<file path="config.mk">
export PLATFORM = sky130hd
export DESIGN_NAME = pll_clock_supervisor
export DESIGN_NICKNAME = d
export VERILOG_FILES = /design/src/rtl/pll_sup_pkg.sv /design/src/rtl/pll_sup_sync.sv /design/src/rtl/pll_clock_supervisor.sv
export SDC_FILE = /design/constraint.sdc
export NUM_CORES = 1
export LEC_CHECK = 0
export ABC_AREA = 1
export BUFFER_PORTS_ARGS = -buffer_cell sky130_fd_sc_hd__buf_2
export CAP_MARGIN = 0
export CORE_ASPECT_RATIO = 0.9
export CORE_MARGIN = 3
export CORE_UTILIZATION = 50
export CTS_BUF_LIST = sky130_fd_sc_hd__clkbuf_4
export DETAILED_ROUTE_END_ITERATION = 6
export PLACE_DENSITY = 0.72
export REMOVE_ABC_BUFFERS = 1
export SETUP_SLACK_MARGIN = 0.05
export SLEW_MARGIN = 30
export SYNTH_ARGS = -nofsm -noshare
export SYNTH_HDL_FRONTEND = slang
export SYNTH_HIERARCHICAL = 1
export SYNTH_SLANG_ARGS = --single-unit
</file>
<file path="constraint.sdc">
create_clock -name clk -period 5.3 [get_ports clk]
set_clock_uncertainty 0.2 [all_clocks]
set_input_delay 0.795 -clock clk [delete_from_list [all_inputs] [get_ports clk]]
set_output_delay 0.795 -clock clk [all_outputs]
set_load 0.03 [all_outputs]
</file>
<file path="src/rtl/pll_sup_pkg.sv">
// Shared types and helpers for the PLL clock supervisor.
// State encoding is fixed because it is exported on the debug state port.
package pll_sup_pkg;

  typedef enum logic [2:0] {
    PLL_RST   = 3'd0,
    WAIT_LOCK = 3'd1,
    FILTER    = 3'd2,
    RELEASE   = 3'd3,
    RUN       = 3'd4,
    FAIL      = 3'd5
  } state_t;

  localparam int RETRY_W = 4;

  // Width of the shared sequencing counter: wide enough for the longest dwell.
  function automatic int cnt_width(input int reset_pulse, input int lock_filter,
                                   input int relock_timeout, input int stagger,
                                   input int num_ch);
    int m;
    m = reset_pulse;
    if (lock_filter > m)      m = lock_filter;
    if (relock_timeout > m)   m = relock_timeout;
    if (stagger > m)          m = stagger;
    if (num_ch * stagger > m) m = num_ch * stagger;
    return $clog2(m + 1);
  endfunction

endpackage

</file>
<file path="src/rtl/pll_sup_sync.sv">
// Two-flop synchroniser bringing the asynchronous PLL lock into the
// reference-clock domain. Two cycles of latency from d to q.
module pll_sup_sync (
  input  logic clk,
  input  logic reset,
  input  logic d,
  output logic q
);

  logic meta;

  // Metastability filter: two back-to-back flops, cleared by reset.
  always_ff @(posedge clk) begin
    if (reset) begin
      meta <= 1'b0;
      q    <= 1'b0;
    end else begin
      meta <= d;
      q    <= meta;
    end
  end

endmodule

</file>
<file path="src/rtl/pll_clock_supervisor.sv">
// PLL clock supervisor: pulses the PLL reset, qualifies lock through a
// stability filter, retries or fails on lock timeout, then releases domain
// resets in a staggered sequence. Lock loss re-runs the whole sequence.
// Optional feature macro: PLL_SUP_ICEGATE_EN enables per-channel clock
// gating from gate_req while in RUN (one cycle of latency).
// All outputs come from registers; the debug state port mirrors the FSM.
module pll_clock_supervisor
  import pll_sup_pkg::*;
#(
  parameter int NUM_CH         = 3,
  parameter int RESET_PULSE    = 4,
  parameter int LOCK_FILTER    = 16,
  parameter int RELOCK_TIMEOUT = 64,
  parameter int MAX_RETRIES    = 2,
  parameter int STAGGER        = 8
) (
  input  logic               clk,
  input  logic               reset,
  input  logic               lock,
  input  logic [NUM_CH-1:0]  gate_req,
  output logic               pll_reset,
  output logic               locked,
  output logic [NUM_CH-1:0]  domain_reset,
  output logic [NUM_CH-1:0]  clk_en,
  output logic               fail,
  output logic [RETRY_W-1:0] retry_cnt,
  output logic [2:0]         state
);

  localparam int CW = cnt_width(RESET_PULSE, LOCK_FILTER, RELOCK_TIMEOUT,
                                STAGGER, NUM_CH);

  // Counter value on the last cycle of each timed dwell.
  localparam logic [CW-1:0] RP_END  = CW'(RESET_PULSE - 1);
  localparam logic [CW-1:0] LF_END  = CW'(LOCK_FILTER - 1);
  localparam logic [CW-1:0] RT_END  = CW'(RELOCK_TIMEOUT - 1);
  localparam logic [CW-1:0] REL_END = CW'(NUM_CH * STAGGER - 1);

  logic lock_s;

  state_t             state_q, state_d;
  logic [CW-1:0]      cnt_q, cnt_d;
  logic [RETRY_W-1:0] retry_q, retry_d;

  logic              pll_reset_q, pll_reset_d;
  logic              locked_q, locked_d;
  logic              fail_q, fail_d;
  logic [NUM_CH-1:0] dr_q, dr_d;
  logic [NUM_CH-1:0] en_q, en_d;

  pll_sup_sync u_sync (
    .clk   (clk),
    .reset (reset),
    .d     (lock),
    .q     (lock_s)
  );

  // Next-state logic: timeouts, retries and lock-loss re-sequencing.
  always_comb begin
    state_d = state_q;
    retry_d = retry_q;
    unique case (state_q)
      PLL_RST: begin
        if (cnt_q == RP_END) state_d = WAIT_LOCK;
      end
      WAIT_LOCK: begin
        if (lock_s) begin
          state_d = FILTER;
        end else if (cnt_q == RT_END) begin
          retry_d = (retry_q == '1) ? retry_q : retry_q + RETRY_W'(1);
          state_d = (retry_q == RETRY_W'(MAX_RETRIES)) ? FAIL : PLL_RST;
        end
      end
      FILTER: begin
        if (!lock_s)               state_d = WAIT_LOCK;
        else if (cnt_q == LF_END)  state_d = RELEASE;
      end
      RELEASE: begin
        if (!lock_s) begin
          state_d = PLL_RST;
        end else if (cnt_q == REL_END) begin
          state_d = RUN;
          retry_d = '0;
        end
      end
      RUN: begin
        if (!lock_s) state_d = PLL_RST;
      end
      FAIL: begin
        state_d = FAIL;
      end
      default: state_d = PLL_RST;
    endcase
  end

  // Shared counter and registered-output next values, derived from next state
  // so every output lines up with the state it belongs to.
  always_comb begin
    cnt_d = cnt_q;
    if (state_d != state_q)                   cnt_d = '0;
    else if (state_q != RUN && state_q != FAIL) cnt_d = cnt_q + CW'(1);

    pll_reset_d = (state_d == PLL_RST) || (state_d == FAIL);
    locked_d    = (state_d == RELEASE) || (state_d == RUN);
    fail_d      = (state_d == FAIL);
    en_d        = {NUM_CH{locked_d}};
    dr_d        = '1;
    for (int i = 0; i < NUM_CH; i++) begin
      if (state_d == RELEASE)  dr_d[i] = (int'(cnt_d) < (i + 1) * STAGGER);
      else if (state_d == RUN) dr_d[i] = 1'b0;
    end
  end

  // State, counter and output registers with synchronous reset.
  always_ff @(posedge clk) begin
    if (reset) begin
      state_q     <= PLL_RST;
      cnt_q       <= '0;
      retry_q     <= '0;
      pll_reset_q <= 1'b1;
      locked_q    <= 1'b0;
      fail_q      <= 1'b0;
      dr_q        <= '1;
      en_q        <= '0;
    end else begin
      state_q     <= state_d;
      cnt_q       <= cnt_d;
      retry_q     <= retry_d;
      pll_reset_q <= pll_reset_d;
      locked_q    <= locked_d;
      fail_q      <= fail_d;
      dr_q        <= dr_d;
      en_q        <= en_d;
    end
  end

`ifdef PLL_SUP_ICEGATE_EN
  logic [NUM_CH-1:0] gate_q;

  // Gate request register; only consulted while in RUN.
  always_ff @(posedge clk) begin
    if (reset) gate_q <= '0;
    else       gate_q <= gate_req;
  end

  assign clk_en = (state_q == RUN) ? (en_q & ~gate_q) : en_q;
`else
  logic unused_gate_req;
  assign unused_gate_req = ^gate_req;
  assign clk_en          = en_q;
`endif

  assign pll_reset    = pll_reset_q;
  assign locked       = locked_q;
  assign domain_reset = dr_q;
  assign fail         = fail_q;
  assign retry_cnt    = retry_q;
  assign state        = state_q;

endmodule

</file>
# Yosys cells after proc, flatten, opt, wreduce, memory -nomap -nowiden
# Index checks and enable logic that the tools add are counted.
[word_totals] register_bits=23 latchBits=0 ramBits=0 rom_bits=0 output_inout_bits=16 memories=0
[classes] n_addsub=2 n_mul=0 n_div=0 n_lt_le_gt_ge=3 eq_ne=22 shifts=0 n_mux=22 n_bitwise=0 reduce_logical=7
[op_table] operator="$mux 3" count=9
[op_table] operator="$mux 4" count=5
[op_table] operator="$pmux 3 s6" count=1
[op_table] operator="$lt 7x5->1 const B" count=2
[op_table] operator="$mux 7" count=2
[op_table] operator="$eq 3x3->1 const B" count=4
[op_table] operator="$eq 3x2->1 const B" count=3
[op_table] operator="$ne 2x2->1 const B" count=4
[op_table] operator="$pmux 4 s2" count=1
[op_table] operator="$add 7x1->7 const B" count=1
[op_table] operator="$eq 7x2->1 const B" count=1
[op_table] operator="$eq 7x4->1 const B" count=1
[op_table] operator="$eq 7x5->1 const B" count=1
[op_table] operator="$eq 7x6->1 const B" count=1
[op_table] operator="$lt 7x4->1 const B" count=1
[op_table] operator="$logic_not 3->1" count=2
[op_table] operator="$ne 3x3->1 const B" count=2
[op_table] operator="$reduce_and 6->1" count=1
[op_table] operator="$add 4x1->4 const B" count=1
[op_table] operator="$eq 4x2->1 const B" count=1
[op_table] operator="$eq 4x4->1 const B" count=1
[op_table] operator="$mux 1" count=4
[op_table] operator="$eq 3x1->1 const B" count=1
[op_table] operator="$ne 3x3->1" count=1
[op_table] operator="other kinds (4)" count=5

# Logic depth before layout (Yosys ltp)
# Gate-level depths: netlist (run 1).
[logic_depth] word_depth=9 depth_mapped=13 mapped_depth_nobuf=13

# By module
# Netlist (run 1), hierarchy kept.
[modules_own_cells] module="pll_clock_supervisor" instances=1 cells_per_inst=185 area_each_um2=1244.9 seq_area_each_um2=400.4
[modules_own_cells] module="pll_sup_sync" instances=1 cells_per_inst=6 area_each_um2=55.1 seq_area_each_um2=40.0

# Worst setup path after synthesis (run 1)
# Ideal clock, no wire load.
[synth_timing] path_kind="register to register" from="register retry_q[0] (netlist: retry_cnt[0])" to="register dr_q[1] (netlist: domain_reset[1])" setup_ns=0.119 t_arrival_ns=1.750 slack_ns=3.231 path_stages_with_launch=13 path_buffers=0 synth_period_minus_slack_ns=2.069 path_cell_list="dfxtp_1 > inv_1 > ha_1 > nand3_1 > nand3_1 > nand3_1 > nand3_1 > nand2_1 > nand3_1 > nor2_4 > nand2_1 > nand3_1 > nand2_1"
[synth_via] elab_chain_cells=9 word_cells_on_any_way=12 cone_classes="order compare: 1; eq/ne: 4; mux: 7"
[synth_rtl] item="start, declared" line="pll_clock_supervisor.sv:43" source="logic [RETRY_W-1:0] retry_q, retry_d;"
[synth_rtl] item="start signal, assigned" line="pll_clock_supervisor.sv:128" source="retry_q <= retry_d;"
[synth_rtl] item="$eq 4x2->1 (*)" line="pll_clock_supervisor.sv:71" source="state_d = (retry_q == RETRY_W'(MAX_RETRIES)) ? FAIL : PLL_RST;"
[synth_rtl] item="$mux 3 (*)" line="pll_clock_supervisor.sv:71"
[synth_rtl] item="$mux 3 (*)" line="pll_clock_supervisor.sv:69" source="end else if (cnt_q == RT_END) begin"
[synth_rtl] item="$mux 3 (*)" line="pll_clock_supervisor.sv:67" source="if (lock_s) begin"
[synth_rtl] item="$pmux 3 s6 (*)" line="pll_clock_supervisor.sv:62" source="unique case (state_q)"
[synth_rtl] item="$ne 3x3->1" line="pll_clock_supervisor.sv:100" source="if (state_d != state_q) cnt_d = '0;"
[synth_rtl] item="$mux 7" line="pll_clock_supervisor.sv:100"
[synth_rtl] item="$lt 7x5->1" line="pll_clock_supervisor.sv:109" source="if (state_d == RELEASE) dr_d[i] = (int'(cnt_d) < (i + 1) * STAGGER);"
[synth_rtl] item="$mux 1 (*)" line="pll_clock_supervisor.sv:109"
[synth_rtl] item="end signal, assigned" line="pll_clock_supervisor.sv:132" source="dr_q <= dr_d;"
[synth_rtl] item="end, declared" line="pll_clock_supervisor.sv:48" source="logic [NUM_CH-1:0] dr_q, dr_d;"
# Every way passes the cells marked *; elsewhere a longest branch is shown, timed or not.
# A chain may end at the register's enable or synchronous reset.

# Final worst setup path (run 1)
[layout_timing] from="register cnt_q[0]" to="register retry_q[3] (netlist: retry_cnt[3])"
[layout_via] elab_chain_cells=3 word_cells_on_any_way=5 cone_classes="eq/ne: 4; reduce/logical: 1"
[layout_rtl] item="start, declared" line="pll_clock_supervisor.sv:42" source="logic [CW-1:0] cnt_q, cnt_d;"
[layout_rtl] item="start signal, assigned" line="pll_clock_supervisor.sv:127" source="cnt_q <= cnt_d;"
[layout_rtl] item="$eq 7x5->1 / $eq 7x6->1 (equally long branches)" line="pll_clock_supervisor.sv:81, pll_clock_supervisor.sv:69"
[layout_rtl] item="$ne 2x2->1 (no source line)"
[layout_rtl] item="$reduce_and 6->1 (no source line) (*)"
# Marks and branches as above.

==> summary.md, run 1 <==
| Metric | Value |
|---|---|
| Status | `finished, final reports clean` |
| Top cells by area, synth | `dfxtp_1, nand2_1, inv_1, nor2_1, nand3_1` |
| Tmin final | `2.21 ns` |
| Synth cell types | `31` |
| Relative slew slack | `0.749` |
| Worst r2r src | `cnt_q[0]$_SDFFE_PP0N_` |
| Measured slew at the worst slew-check pin | `0.375 ns` |
| Worst Setup Path Type | `reg2reg` |
| Ports | `22` |
| Bufs on Longest Clock Path | `2` |
| Max cap viols | `0` |
| Crit-path max cell delay | `0.43 ns` |
| IO Port Bufs | `18` |
| Crit path max fanout | `5` |
| FF+latch count, synth | `22` |
| RSZ-0062 raised after global routing | `false` |
| Die ar. | `3250 µm²` |
| Post-synth top area cell | `dfxtp_1` |
| Share of post-route cells with drive strength above 1 | `0.202` |
| Met2 Wirelength | `1.27 mm` |
| Synth warn | `6` |
| Initial antenna violation count | `0` |
| Cell area power density | `293 nW/µm²` |
| Syn Std Cell Area | `1300 µm²` |
| Commonest non-fill, non-tap cell in the layout | `nand2_1` |
| Final Core Density | `0.622` |
| CTS H-tree lvls | `1` |
| Sequential element share of the synthesized area | `0.339` |
| Register share of total power | `0.456` |
| Synth Area per Inst | `6.81 µm²` |
| Remaining antenna violation count | `0` |
| Most frequent cells in the layout | `nand2_1, inv_1, nor2_1` |
| Worst-path cell chain | `ha_1 -> nand3_1 -> inv_1 -> nand2_1 -> o31ai_2 -> nand2_1 -> o21ai_2 -> o21bai_1 -> a21oi_1` |
| DRC | `0` |
| First-pass GRT wire length | `4.72 mm` |
| Avg WL per Cell | `12.5 µm` |
| Drt initial violations | `45` |
| M1 wire length | `1.32 mm` |
| Final Instance Area | `1440 µm²` |
| CP Capture Type | `flip-flop` |
| Fill cell count | `209` |
| Post CTS Setup Buffer Count | `0` |
| Setup crit end | `retry_cnt[3]$_SDFFE_PP0P_` |
| Most used cell, CP | `nand2_1` |
| FF+latch area | `440 µm²` |
| Comb pwr share | `0.238` |
| Routed vias/inst | `5.34` |
| Largest net degree at the start of global routing | `14` |
| Num CTS Buffers | `3` |
| Maximum VDD drop | `0.000331 V` |
| GRT Overall Usage | `0.201` |
| Fraction of registers with async set/reset | `0` |
| Post-DP Area | `1390 µm²` |
| Top FF cell, synth | `dfxtp_1` |
| DP Wirelength | `2.25 mm` |
| P_sw | `134 µW` |
| DIE WIDTH | `59.8 µm` |
| Clock insertion delay at the later pin of the skew report | `0.32 ns` |
| Vias in the first global route | `1,040` |
| Uppermost routed layer | `met4` |
| R2R cell count | `9` |
| P&R area growth vs syn | `11.1%` |
| CP arrival | `2.23 ns` |
| Cell Rows | `16` |
| Min-Delay Path Class | `reg2reg` |
| Total gr overflow | `0` |
| Vias | `1,255` |
| TritonCTS clock tree | `yes` |
| Hold_buf cts | `0` |
| Diodes inserted | `0` |
| CP required | `5.31 ns` |
| Area of the multi-input gates | `711 µm²` |
| EDFF count, synth | `0` |
| Startpoint types | `flip-flop` |
| Worst Setup SP | `cnt_q[0]$_SDFFE_PP0N_` |
| Placer Congestion | `0.949` |
| Final Hold Viols | `0` |
| Leakage | `0.000690 µW` |
| Resized Gates After CTS | `0` |
| Initial core utilization | `0.560` |
| Die H | `54.4 µm` |
| Register-to-register setup slack | `3.09 ns` |
| Worst-path clk slew | `0.13 ns` |
| Post-Synthesis Cells | `191` |
| Final Max Tran Viols | `0` |
| Setup TNS Final | `0 ns` |
| RR Endpoint | `retry_cnt[3]$_SDFFE_PP0P_` |
| Switching Share | `0.317` |
| Setup violators final | `0` |
| P_int | `289 µW` |
| DRT Pass-1 Iters | `4` |
| Worst path slowest cell | `dfxtp_1` |
| Met3 Wirelength | `277 µm` |
| Core footprint | `2320 µm²` |
| Total wire length | `2.94 mm` |
| Power share of the clock group | `0.305` |
| Post-synth top area share | `0.339` |
| Root buf cell | `clkbuf_4` |
| Nets | `219` |
| Period utilisation layout | `0.418` |
| Clock sink count | `22` |
| Max Fclk | `0.452 GHz` |
## layer usage
layer,track usage,vias up
li1,-,635
met1,0.262,548
met2,0.318,61
met3,0.0519,11
met4,0.0775,0
met5,0,-
## synthesized netlist by cell type, types with 3 or more instances
master and n:
nor2_1 27, buf_4 3, nor2_4 3, ha_1 4
nand2_1 41, nand4_1 4, xor2_1 3, inv_1 30
nor2_2 4, nor3_1 3, a21oi_1 4, nand2_2 3
dfxtp_1 22, nand3_1 19
## critical path, delay by kind of cell, from the launching register on
| family | cells | cell delay [ns] |
|---|---|---|
| AND/OR/NAND/NOR | 3 | 0.40 |
| adder cells (fa/ha/maj) | 1 | 0.22 |
| AO/OA/AOI/OAI | 4 | 0.75 |
| buffers and inverters | 1 | 0.10 |
| flip-flops | 1 | 0.43 |
## cell families after synthesis
group	count (synthesis)	share of synthesized area
compound gates	17	0.0963
xor+xnor	3	0.0202
fa+ha+maj	4	0.0385
buf+inv	36	0.115
flops	22	0.339
simple gates	109	0.392
## sequential cells by signal, indices dropped and copies added, names as in the netlist
register and count:
cnt_q 7, retry_cnt 4, domain_reset 3, state 3
clk_en 1, fail 1, pll_reset 1, u_sync/meta 1
u_sync/q 1
## power by group through the flow
stage               registers, µW  logic [µW]  clock network (µW)
finish                        193         101                 129
global route                  195         112                 139
CTS                           193        99.4                 132
detailed placement            196        97.3                   0
global placement              194        92.9                   0
floorplan                     198        70.3                   0
## through the flow
step                instances  worst slack, ns  hold slack, ns  power, µW
floorplan                 186             3.23           0.188        269
global placement          231             3.20           0.196        287
finish                    235             3.09           0.221        423
global route              235             2.87           0.233        446
CTS                       235             3.12           0.230        424
detailed placement        231             3.18           0.210        293
## how the worst min path moves through the flow
stage | start | to | slack, ns | cells after the start
2_1_floorplan | u_sync/meta$_SDFF_PP0_ | u_sync/q$_SDFF_PP0_ | 0.19 | 2
3_3_place_gp | u_sync/meta$_SDFF_PP0_ | u_sync/q$_SDFF_PP0_ | 0.20 | 2
3_5_place_dp | u_sync/meta$_SDFF_PP0_ | u_sync/q$_SDFF_PP0_ | 0.21 | 2
4_1_cts | u_sync/meta$_SDFF_PP0_ | u_sync/q$_SDFF_PP0_ | 0.23 | 2
5_1_grt | u_sync/meta$_SDFF_PP0_ | u_sync/q$_SDFF_PP0_ | 0.23 | 2
6_report | u_sync/meta$_SDFF_PP0_ | u_sync/q$_SDFF_PP0_ | 0.22 | 2
## cell type report
type | instances | area share
sequential | 22 | 0.305
clock buffer | 3 | 0.0156
clock inverter | 1 | 0.0208
inverter | 31 | 0.0806
multi-input combinational | 133 | 0.492
tap | 27 | 0.0234
timing repair buffer | 18 | 0.0624
Note: power is estimated with default switching activity, not from simulation.
==> run 2: changes to the inputs <==
==> constraint.sdc (replaced) <==
create_clock -name clk -period 2.25 [get_ports clk]
set_clock_uncertainty 0.2 [all_clocks]
set_input_delay 0.3375 -clock clk [delete_from_list [all_inputs] [get_ports clk]]
set_output_delay 0.3375 -clock clk [all_outputs]
set_load 0.03 [all_outputs]
==> summary.md, run 2 (synthesis gave the netlist of run 1 again) <==
| Metric | Value |
|---|---|
| Status | `finished, final reports clean` |
| Core footprint | `2320 µm²` |
| DRT Pass-1 Iters | `4` |
| Min-Delay Path Class | `in2reg` |
| Leakage | `0.000713 µW` |
| Crit path max fanout | `5` |
| CTS H-tree lvls | `1` |
| Diodes inserted | `0` |
| Max Fclk | `0.481 GHz` |
| Cell Rows | `16` |
| DP Wirelength | `2.15 mm` |
| Min-delay src | `lock` |
| IO Port Bufs | `18` |
| Worst r2r src | `cnt_q[1]$_SDFFE_PP0N_` |
| First-pass GRT wire length | `4.44 mm` |
| Avg WL per Cell | `11.5 µm` |
| CP required | `2.26 ns` |
| Total gr overflow | `0` |
| TritonCTS clock tree | `yes` |
| R2R cell count | `12` |
| Startpoint types | `flip-flop` |
| Routed vias/inst | `5.16` |
| Max cap viols | `0` |
| Root buf cell | `clkbuf_4` |
| Setup violators final | `0` |
| Num CTS Buffers | `3` |
| Drt initial violations | `41` |
| Pre-CTS setup slack | `0.131 ns` |
| Measured slew at the worst slew-check pin | `0.374 ns` |
| Hold EP | `u_sync/meta$_SDFF_PP0_` |
| Final Max Tran Viols | `0` |
| Final Hold Viols | `0` |
| Max reg flops | `7` |
| P_sw | `312 µW` |
| Tmin final | `2.08 ns` |
| Nets | `222` |
| Initial antenna violation count | `0` |
| Maximum VDD drop | `0.000725 V` |
| Power share of the clock group | `0.295` |
| Worst-path clk slew | `0.12 ns` |
| Bufs on Longest Clock Path | `2` |
| Total wire length | `2.75 mm` |
| RSZ-0062 raised after global routing | `false` |
| RR Endpoint | `domain_reset[0]$_SDFF_PP1_` |
| Relative slew slack | `0.749` |
| Commonest non-fill, non-tap cell in the layout | `nand2_1` |
| Remaining antenna violation count | `0` |
| Die ar. | `3250 µm²` |
| Cell area power density | `684 nW/µm²` |
| Placed cells | `232` |
| Hold depth | `3` |
| CP Capture Type | `flip-flop` |
| Vias | `1,227` |
| Final Core Density | `0.643` |
| Tot Pwr | `1020 µW` |
| Largest net degree at the start of global routing | `14` |
| Most frequent cells in the layout | `nand2_1, inv_1, nor2_1` |
| CP arrival | `2.10 ns` |
| Register share of total power | `0.448` |
| Final WS setup | `0.169 ns` |
| DRC | `0` |
| DIE WIDTH | `59.8 µm` |
| Clock insertion delay at the later pin of the skew report | `0.31 ns` |
| Period utilisation layout | `0.925` |
| Vias in the first global route | `1,029` |
| Placer Congestion | `0.972` |
| Clock sink count | `22` |
| Ports | `22` |
| Top reg by flops | `cnt_q` |
| Switching Share | `0.305` |
| P&R area growth vs syn | `14.8%` |
| GRT Overall Usage | `0.182` |
| Die H | `54.4 µm` |
| P_int | `710 µW` |
| Comb pwr share | `0.257` |
| Worst Setup Path Type | `reg2reg` |
| Initial core utilization | `0.560` |
| Setup TNS Final | `0 ns` |
| Share of post-route cells with drive strength above 1 | `0.261` |
| Register-to-register setup slack | `0.17 ns` |
| Fin cells | `238` |
run 2: cell types whose count changed in the layout (fill, tap and decap cells not counted), sizes merged:
cell | before | now
buf | 18 | 21
run 2: metrics by stage:
stage | area [µm²] | hold WS [ns]
after floorplan | 1270 | 0.188
after global placement | 1400 | 0.195
after detailed placement | 1400 | 0.198
after CTS | 1450 | 0.00318
after global routing | 1490 | 0.00956
final | 1490 | 0.0129
run 2: worst max-delay path by stage:
stage	start	to	slack, ns	depth (start not counted)
global placement	cnt_q[0]$_SDFFE_PP0N_	domain_reset[0]$_SDFF_PP1_	0.17	12
detailed placement	cnt_q[0]$_SDFFE_PP0N_	domain_reset[1]$_SDFF_PP1_	0.13	12
finish	cnt_q[1]$_SDFFE_PP0N_	domain_reset[0]$_SDFF_PP1_	0.17	12
global route	cnt_q[1]$_SDFFE_PP0N_	domain_reset[0]$_SDFF_PP1_	0.006	12
floorplan	retry_cnt[0]$_SDFFE_PP0P_	domain_reset[1]$_SDFF_PP1_	0.18	12
CTS	cnt_q[0]$_SDFFE_PP0N_	domain_reset[1]$_SDFF_PP1_	0.09	12
run 2: layout make-up:
type	instances	area (µm²)
clock buffers	3	22.5
clock inverters	1	30.0
fillers	219	830
inverters	31	116
multi-input cells	133	728
flip-flops and latches	22	449
well taps	27	33.8
repair buffers	21	113
run 2: worst max-delay path: stages, from the launching register on:
cell and delay (ns):
dfxtp_2 0.37, ha_2 0.20, nand3_2 0.10, inv_1 0.10, nand3_1 0.10, nand2_1 0.10, nand4_1 0.18, nand2_1 0.14
nand2_2 0.08, nor2_4 0.19, o31ai_1 0.10, nand2_1 0.07, nand2_1 0.04
run 2: timing repair:
item / in CTS / in global routing
gates resized for setup: 0 / 11
setup buffers: 0 / 2
hold buffers: 0 / 0
setup endpoints to repair: 0 / 11
run 2: routing by layer:
layer	up-vias	routed length, µm	GRT usage
met3	2	250	0.0448
li1	642	-	-
met2	49	1190	0.284
met4	0	13	0.0369
met5	-	0	0
met1	534	1290	0.255
run 2: power groups by stage:
stage	Combinational, µW	Clock (µW)	Sequential (µW)
after floorplan	166	0	468
after global placement	218	0	458
after detailed placement	221	0	460
after CTS	223	309	452
after global routing	292	324	464
final	262	301	458
